**src/rtl/rcounter_commander_multi.sv**
```systemverilog
// Multi-channel min:sec:10ms countdown controller: CHANNELS timers share one
// five-button edit/run interface and one registered packed-BCD display port.
module rcounter_commander_multi #(
    parameter int  CHANNELS    = 4,
    parameter int  TICK_DIV    = 1000000,
    parameter int  MIN_MAX     = 99,
    parameter bit  AUTO_RELOAD = 1'b0,
    localparam int CH_W        = (CHANNELS > 1) ? $clog2(CHANNELS) : 1
) (
    input  logic                clk_core,
    input  logic                rst,
    input  logic                left_button,
    input  logic                right_button,
    input  logic                up_button,
    input  logic                down_button,
    input  logic                center_button,
    input  logic [CH_W-1:0]     ch_sel,
    output logic [7:0]          min_o,
    output logic [7:0]          sec_o,
    output logic [7:0]          ms_10_o,
    output logic [1:0]          target,
    output logic [1:0]          state_o,
    output logic [CHANNELS-1:0] running_o,
    output logic [CHANNELS-1:0] time_out_o
);
    localparam int PW = $clog2(TICK_DIV);

    typedef enum logic [1:0] {
        ST_IDLE  = 2'd0,
        ST_RUN   = 2'd1,
        ST_PAUSE = 2'd2,
        ST_DONE  = 2'd3
    } state_t;

    // Times are kept as {min, sec, ms_10}, each field 7-bit binary.
    function automatic logic [20:0] dec_time(input logic [20:0] t);
        logic [6:0] mn;
        logic [6:0] sc;
        logic [6:0] ms;
        {mn, sc, ms} = t;
        if (ms != 7'd0) begin
            ms = ms - 7'd1;
        end else begin
            ms = 7'd99;
            if (sc != 7'd0) begin
                sc = sc - 7'd1;
            end else begin
                sc = 7'd59;
                mn = mn - 7'd1;
            end
        end
        return {mn, sc, ms};
    endfunction

    function automatic logic [6:0] step_field(input logic [6:0] f, input logic [6:0] mx,
                                              input logic up);
        logic [6:0] r;
        if (up) begin
            r = (f >= mx) ? 7'd0 : f + 7'd1;
        end else begin
            r = (f == 7'd0) ? mx : f - 7'd1;
        end
        return r;
    endfunction

    function automatic logic [7:0] to_bcd(input logic [6:0] v);
        return {4'(v / 7'd10), 4'(v % 7'd10)};
    endfunction

    state_t              r_state [CHANNELS];
    logic [20:0]         r_cnt   [CHANNELS];
    logic [20:0]         r_pre   [CHANNELS];
    logic [CHANNELS-1:0] r_to;
    logic [PW-1:0]       r_presc;
    logic [4:0]          r_prev;
    logic [1:0]          r_target;

    logic [4:0]  w_btn;
    logic [4:0]  w_press;
    logic        w_tick;
    logic        w_sel_ok;
    logic        w_act_center;
    logic        w_act_up;
    logic        w_act_down;
    logic        w_act_left;
    logic        w_act_right;
    logic [20:0] w_sel_cnt;
    state_t      w_sel_state;
    logic [20:0] w_edit;

    assign w_btn    = {center_button, up_button, down_button, left_button, right_button};
    assign w_press  = w_btn & ~r_prev;
    assign w_tick   = (r_presc == PW'(TICK_DIV - 1));
    assign w_sel_ok = ({{(32-CH_W){1'b0}}, ch_sel} < 32'(CHANNELS));

    // Pick the single highest-priority press; an unmapped channel acts on nothing.
    always_comb begin
        w_act_center = 1'b0;
        w_act_up     = 1'b0;
        w_act_down   = 1'b0;
        w_act_left   = 1'b0;
        w_act_right  = 1'b0;
        if (w_sel_ok) begin
            if (w_press[4])      w_act_center = 1'b1;
            else if (w_press[3]) w_act_up     = 1'b1;
            else if (w_press[2]) w_act_down   = 1'b1;
            else if (w_press[1]) w_act_left   = 1'b1;
            else if (w_press[0]) w_act_right  = 1'b1;
            else                 w_act_center = 1'b0;
        end else begin
            w_act_center = 1'b0;
        end
    end

    // View of the addressed channel; reads as zero/IDLE when ch_sel is out of range.
    always_comb begin
        w_sel_cnt   = 21'd0;
        w_sel_state = ST_IDLE;
        if (w_sel_ok) begin
            w_sel_cnt   = r_cnt[ch_sel];
            w_sel_state = r_state[ch_sel];
        end else begin
            w_sel_cnt   = 21'd0;
            w_sel_state = ST_IDLE;
        end
    end

    // Edited time: the target field stepped with wrap, no carry into neighbours.
    always_comb begin
        w_edit = w_sel_cnt;
        case (r_target)
            2'd0:    w_edit[6:0]   = step_field(w_sel_cnt[6:0], 7'd99, w_act_up);
            2'd1:    w_edit[13:7]  = step_field(w_sel_cnt[13:7], 7'd59, w_act_up);
            2'd2:    w_edit[20:14] = step_field(w_sel_cnt[20:14], 7'(MIN_MAX), w_act_up);
            default: w_edit        = w_sel_cnt;
        endcase
    end

    // Button history, shared prescaler, target field and per-channel timer FSMs.
    always_ff @(posedge clk_core) begin
        if (rst) begin
            r_prev   <= 5'd0;
            r_presc  <= '0;
            r_target <= 2'd0;
            r_to     <= '0;
            for (int i = 0; i < CHANNELS; i++) begin
                r_state[i] <= ST_IDLE;
                r_cnt[i]   <= 21'd0;
                r_pre[i]   <= 21'd0;
            end
        end else begin
            r_prev  <= w_btn;
            r_presc <= w_tick ? '0 : r_presc + PW'(1);
            if (w_act_left) begin
                r_target <= (r_target == 2'd2) ? 2'd0 : r_target + 2'd1;
            end else if (w_act_right) begin
                r_target <= (r_target == 2'd0) ? 2'd2 : r_target - 2'd1;
            end
            for (int i = 0; i < CHANNELS; i++) begin
                // In reload mode the timeout flag is a single-cycle strobe.
                if (AUTO_RELOAD) r_to[i] <= 1'b0;
                if (w_act_center && (ch_sel == CH_W'(i))) begin
                    case (r_state[i])
                        ST_IDLE:  if (r_cnt[i] != 21'd0) r_state[i] <= ST_RUN;
                        ST_RUN:   r_state[i] <= ST_PAUSE;
                        ST_PAUSE: r_state[i] <= ST_RUN;
                        ST_DONE: begin
                            r_state[i] <= ST_IDLE;
                            r_cnt[i]   <= r_pre[i];
                            r_to[i]    <= 1'b0;
                        end
                        default:  r_state[i] <= ST_IDLE;
                    endcase
                end else if ((w_act_up || w_act_down) && (ch_sel == CH_W'(i))
                             && (r_state[i] == ST_IDLE)) begin
                    r_cnt[i] <= w_edit;
                    r_pre[i] <= w_edit;
                end else if ((r_state[i] == ST_RUN) && w_tick) begin
                    if (dec_time(r_cnt[i]) == 21'd0) begin
                        r_to[i] <= 1'b1;
                        if (AUTO_RELOAD) begin
                            r_cnt[i] <= r_pre[i];
                        end else begin
                            r_cnt[i]   <= 21'd0;
                            r_state[i] <= ST_DONE;
                        end
                    end else begin
                        r_cnt[i] <= dec_time(r_cnt[i]);
                    end
                end
            end
        end
    end

    // Registered display and status outputs.
    always_ff @(posedge clk_core) begin
        if (rst) begin
            min_o      <= 8'd0;
            sec_o      <= 8'd0;
            ms_10_o    <= 8'd0;
            target     <= 2'd0;
            state_o    <= 2'd0;
            running_o  <= '0;
            time_out_o <= '0;
        end else begin
            min_o      <= to_bcd(w_sel_cnt[20:14]);
            sec_o      <= to_bcd(w_sel_cnt[13:7]);
            ms_10_o    <= to_bcd(w_sel_cnt[6:0]);
            target     <= r_target;
            state_o    <= w_sel_state;
            time_out_o <= r_to;
            for (int i = 0; i < CHANNELS; i++) begin
                running_o[i] <= (r_state[i] == ST_RUN);
            end
        end
    end

endmodule

```
**config.mk**
```make
export PLATFORM = sky130hd
export DESIGN_NAME = rcounter_commander_multi
export DESIGN_NICKNAME = d
export VERILOG_FILES = /design/src/rtl/rcounter_commander_multi.sv
export SDC_FILE = /design/constraint.sdc
export NUM_CORES = 1
export LEC_CHECK = 0
export ABC_AREA = 1
export CAP_MARGIN = 20
export CORE_ASPECT_RATIO = 1.4
export CORE_MARGIN = 2
export CORE_UTILIZATION = 52
export CTS_BUF_LIST = sky130_fd_sc_hd__clkbuf_8 sky130_fd_sc_hd__clkbuf_16
export CTS_CLUSTER_SIZE = 24
export DETAILED_ROUTE_END_ITERATION = 8
export GPL_TIMING_DRIVEN = 0
export PLACE_DENSITY_LB_ADDON = 0.3
export SLEW_MARGIN = 20
export SYNTH_ARGS = -nofsm -noshare
export SYNTH_HDL_FRONTEND = slang
export SYNTH_SLANG_ARGS = --single-unit
```
**constraint.sdc**
```tcl
create_clock -name clk_core -period 7.3 [get_ports clk_core]
set_input_delay 0.73 -clock clk_core [delete_from_list [all_inputs] [get_ports clk_core]]
set_output_delay 0.73 -clock clk_core [all_outputs]
set_load 0.05 [all_outputs]
```
==> summary.md <==
| Metric | Value |
|---|---|
| LEAKAGE | `8.13 nW` |
| Share of cells above drive strength 1 | `8.76%` |
| Row count | `76` |
| Hold WC Path Type | `flip-flop to flip-flop` |
| Crit path max-delay cell type | `nand2_1` |
| Max Root-Sink Buffers | `3` |
| Layout area overhead | `11.1%` |
| Antenna viol nets, final | `0` |
| Post-synthesis adder-cell area fraction | `3.64%` |
| Reg2Reg Depth | `14` |
| GRT overflow | `0` |
| Fill cells | `2,856` |
| #FFs+latches synth | `243` |
| CP arrival | `5.08 ns` |
| Worst Path Max Fanout | `22` |
| Slew Limit Fails | `0` |
| RSZ-0062 raised after global routing | `false` |
| Fraction of registers with async set/reset | `0%` |
| Core Util, Final | `58.4%` |
| Slew @ Worst Pin | `1.12 ns` |
| First-pass GRT wire length | `80,900 um` |
| Max-cap violation count | `0` |
| Leading cell types in the layout, fill and taps excluded | `nand2_1, inv_1, nor2_1` |
| Outcome | `complete, no violations` |
| Pin count of the biggest net entering global routing | `23` |
| CTS tree | `yes` |
| Final Hold Violating Endpoints | `0` |
| Maximum VDD drop | `164 uV` |
| Worst Setup Start Kind | `primary input` |
| Commonest non-fill, non-tap cell in the layout | `nand2_1` |
| Post-CTS Setup Repair Bufs | `0` |
| First-pass DRT Iterations | `6` |
| CP Class | `primary input to flip-flop` |
| Die area | `0.0325 mm2` |
| All-layer global routing usage | `32.2%` |
| Synth warn | `0` |
| Min-Delay Path Depth | `2` |
| CTS clock-pin slew for the worst setup and hold paths | `0.07 ns` |
| Post-synthesis simple-gate area fraction | `33.7%` |
| Post-Syn Nets | `2,245` |
| DRT iter0 DRCs | `1,720` |
| Final worst slack | `2.30 ns` |
| Critical Path RT | `7.37 ns` |
| Die height | `213 um` |
| Worst Setup End Kind | `flip-flop` |
| Vias in the first global route | `14,900` |
| Seq/Total Area, Yosys | `41.0%` |
| XOR/XNOR Fraction of Synth Area | `2.17%` |
| Diode count | `0` |
| Clock skew | `0.0178 ns` |
| Most frequent CP cell | `inv_1` |
| Port bufs | `43` |
| # H-tree levels | `1` |
| DR WL/cell | `19.8 um` |
| Final setup fails | `0` |
| CP peak stage delay | `0.67 ns` |
| Nets | `2,318` |
| Worst skew pair latency | `0.56 ns` |
| Mapped Cells | `2,189` |
| Vias | `15,600` |
| Gpl congestion | `1.03` |
| Multiplexer area fraction after synthesis | `0%` |
| Initial antenna violation count | `0` |
| PwrDens | `209 mW/mm2` |
| Cell family with most CP delay | `simple AND/OR/NAND/NOR gates` |
| Synth Area in Compound Gates | `10.1%` |
| Resized cells post-CTS | `0` |
| Cell Area, Synth | `0.0161 mm2` |
| Crit-path cells | `clkdlybuf4s50_1 > inv_1 > or2_0 > nand2_1 > inv_1 > nor2_1 > inv_1 > nor4_1 > nor2_1 > inv_1 > nor2_1 > nand2_1 > inv_1 > nor3_1 > clkbuf_1 > nand2_1` |
| CTS Buf Count | `26` |
| Largest family of logic cells by synthesized area | `simple AND/OR/NAND/NOR gates` |
| Top_reg_cell synth | `edfxtp_1` |
| Setup TNS | `0 ns` |
| Tcrit/Tclk final | `68.5%` |
| Pre-CTS WS | `1.90 ns` |
| Hold buffer count at CTS | `0` |
| Die width | `153 um` |
| # IOs | `45` |
| Critical path depth in cells | `16` |
| Syn Area/Cell | `7.38 um2` |
| Fin crit period | `5.00 ns` |
| Post-synth EDFFs | `176` |
| Clock net sink count | `243` |
| Buf+Inv Stages, Crit Path | `7` |
| Initial core utilization | `52.6%` |
| Peak Freq | `200 MHz` |
| Via/cell ratio | `5.85` |
| Cells after DPL | `2,624` |
| Non-Filler Instances | `2,672` |
| CTS root buffer | `clkbuf_16` |
| Core Region | `0.0307 mm2` |
| Final HPWL DP | `41,100 um` |
| Drt total wl | `52,900 um` |
| Rel. slew slack | `25.0%` |
| Distinct cells, synth | `61` |
| Drt drc | `0` |
[flip-flops by register name (all words and copies together) (netlist names)]
register	cells
r_cnt	84
r_pre	84
r_presc	20
min_o	8
ms_10_o	8
r_state	8
sec_o	8
r_prev	5
r_to	4
running_o	4
time_out_o	4
r_target	2
state_o	2
target	2
[metrics by stage]
step | cell area, um2 | hold slack [ns] | power, W
detailed placement | 17100 | 0.438 | 0.00241
global route | 17900 | 0.486 | 0.00387
global placement | 17100 | 0.435 | 0.00239
floorplan | 16100 | 0.410 | 0.00216
finish | 17900 | 0.437 | 0.00375
CTS | 17900 | 0.442 | 0.00374
[where the power goes]
| group | internal [W] | switching [W] | total (W) | leakage, nW |
|---|---|---|---|---|
| Sequential | 0.00156 | 0.0000426 | 0.00160 | 2.37 |
| Combinational | 0.000226 | 0.000580 | 0.000806 | 5.32 |
| Clock | 0.000770 | 0.000573 | 0.00134 | 0.441 |
[cell families (layout without fill, tap and decap cells)]
group                      Yosys count  count (layout)
DFF                                243             243
xor gates and xnor gates            40              40
and+or+nand+nor                   1193            1193
adders and majority gates           47              47
AOI/OAI and AO/OA                  286             286
buffers and inverters              380             473
[final timing paths]
check                    from            end  slack [ns]
setup / recovery  down_button    r_cnt[1][3]        2.30
hold / removal        r_to[3]  time_out_o[3]        0.44
setup reg to reg    r_prev[2]    r_cnt[1][3]        2.67
hold reg to reg       r_to[3]  time_out_o[3]        0.44
[layout make-up]
type	instances	area (um2)	share of cell area [%]
buffer	57	297	1.65
clock buffer	30	717	4.00
clock inverter	18	138	0.767
inverter	323	1210	6.77
multi-input combinational	1566	8010	44.7
sequential	243	6630	36.9
tap	390	488	2.72
timing repair buffer	45	447	2.49
[cell usage after synthesis (all sizes together), types with 4 or more instances]
cell    instances  share of area [%]
nor3b           7               0.33
nand3         196                6.5
ha             47                3.6
buf            30                1.2
nor2          245                6.3
clkinv          4              0.093
inv           319                7.4
o211ai          9               0.42
nand3b         16               0.74
xor2           35                1.9
nor3           65                2.2
xnor2           5               0.27
o21ai         109                3.5
a22oi           5               0.23
a31oi           6               0.23
nand4          47                2.0
clkbuf         27               0.63
nand2         586                 14
nor4           20               0.89
a21oi         124                4.0
or2             9               0.35
edfxtp        176                 33
o21bai          7               0.33
o22ai           9               0.39
dfxtp          67                8.3
[routing by layer]
metal  GRT usage (%)  vias to the layer above  part of all wire, %
met3            4.57                      226                  8.0
met4            21.6                        0                  7.7
met1            36.6                     7202                   36
met5               0                        -                    0
li1                -                     7385                    -
met2            56.2                      827                   48
[tightest hold or removal path, stage by stage (launching register included)]
cell     delay (ns)
dfxtp_1        0.30
inv_1          0.06
nor2_1         0.05
Note: power is estimated with default switching activity, not from simulation.
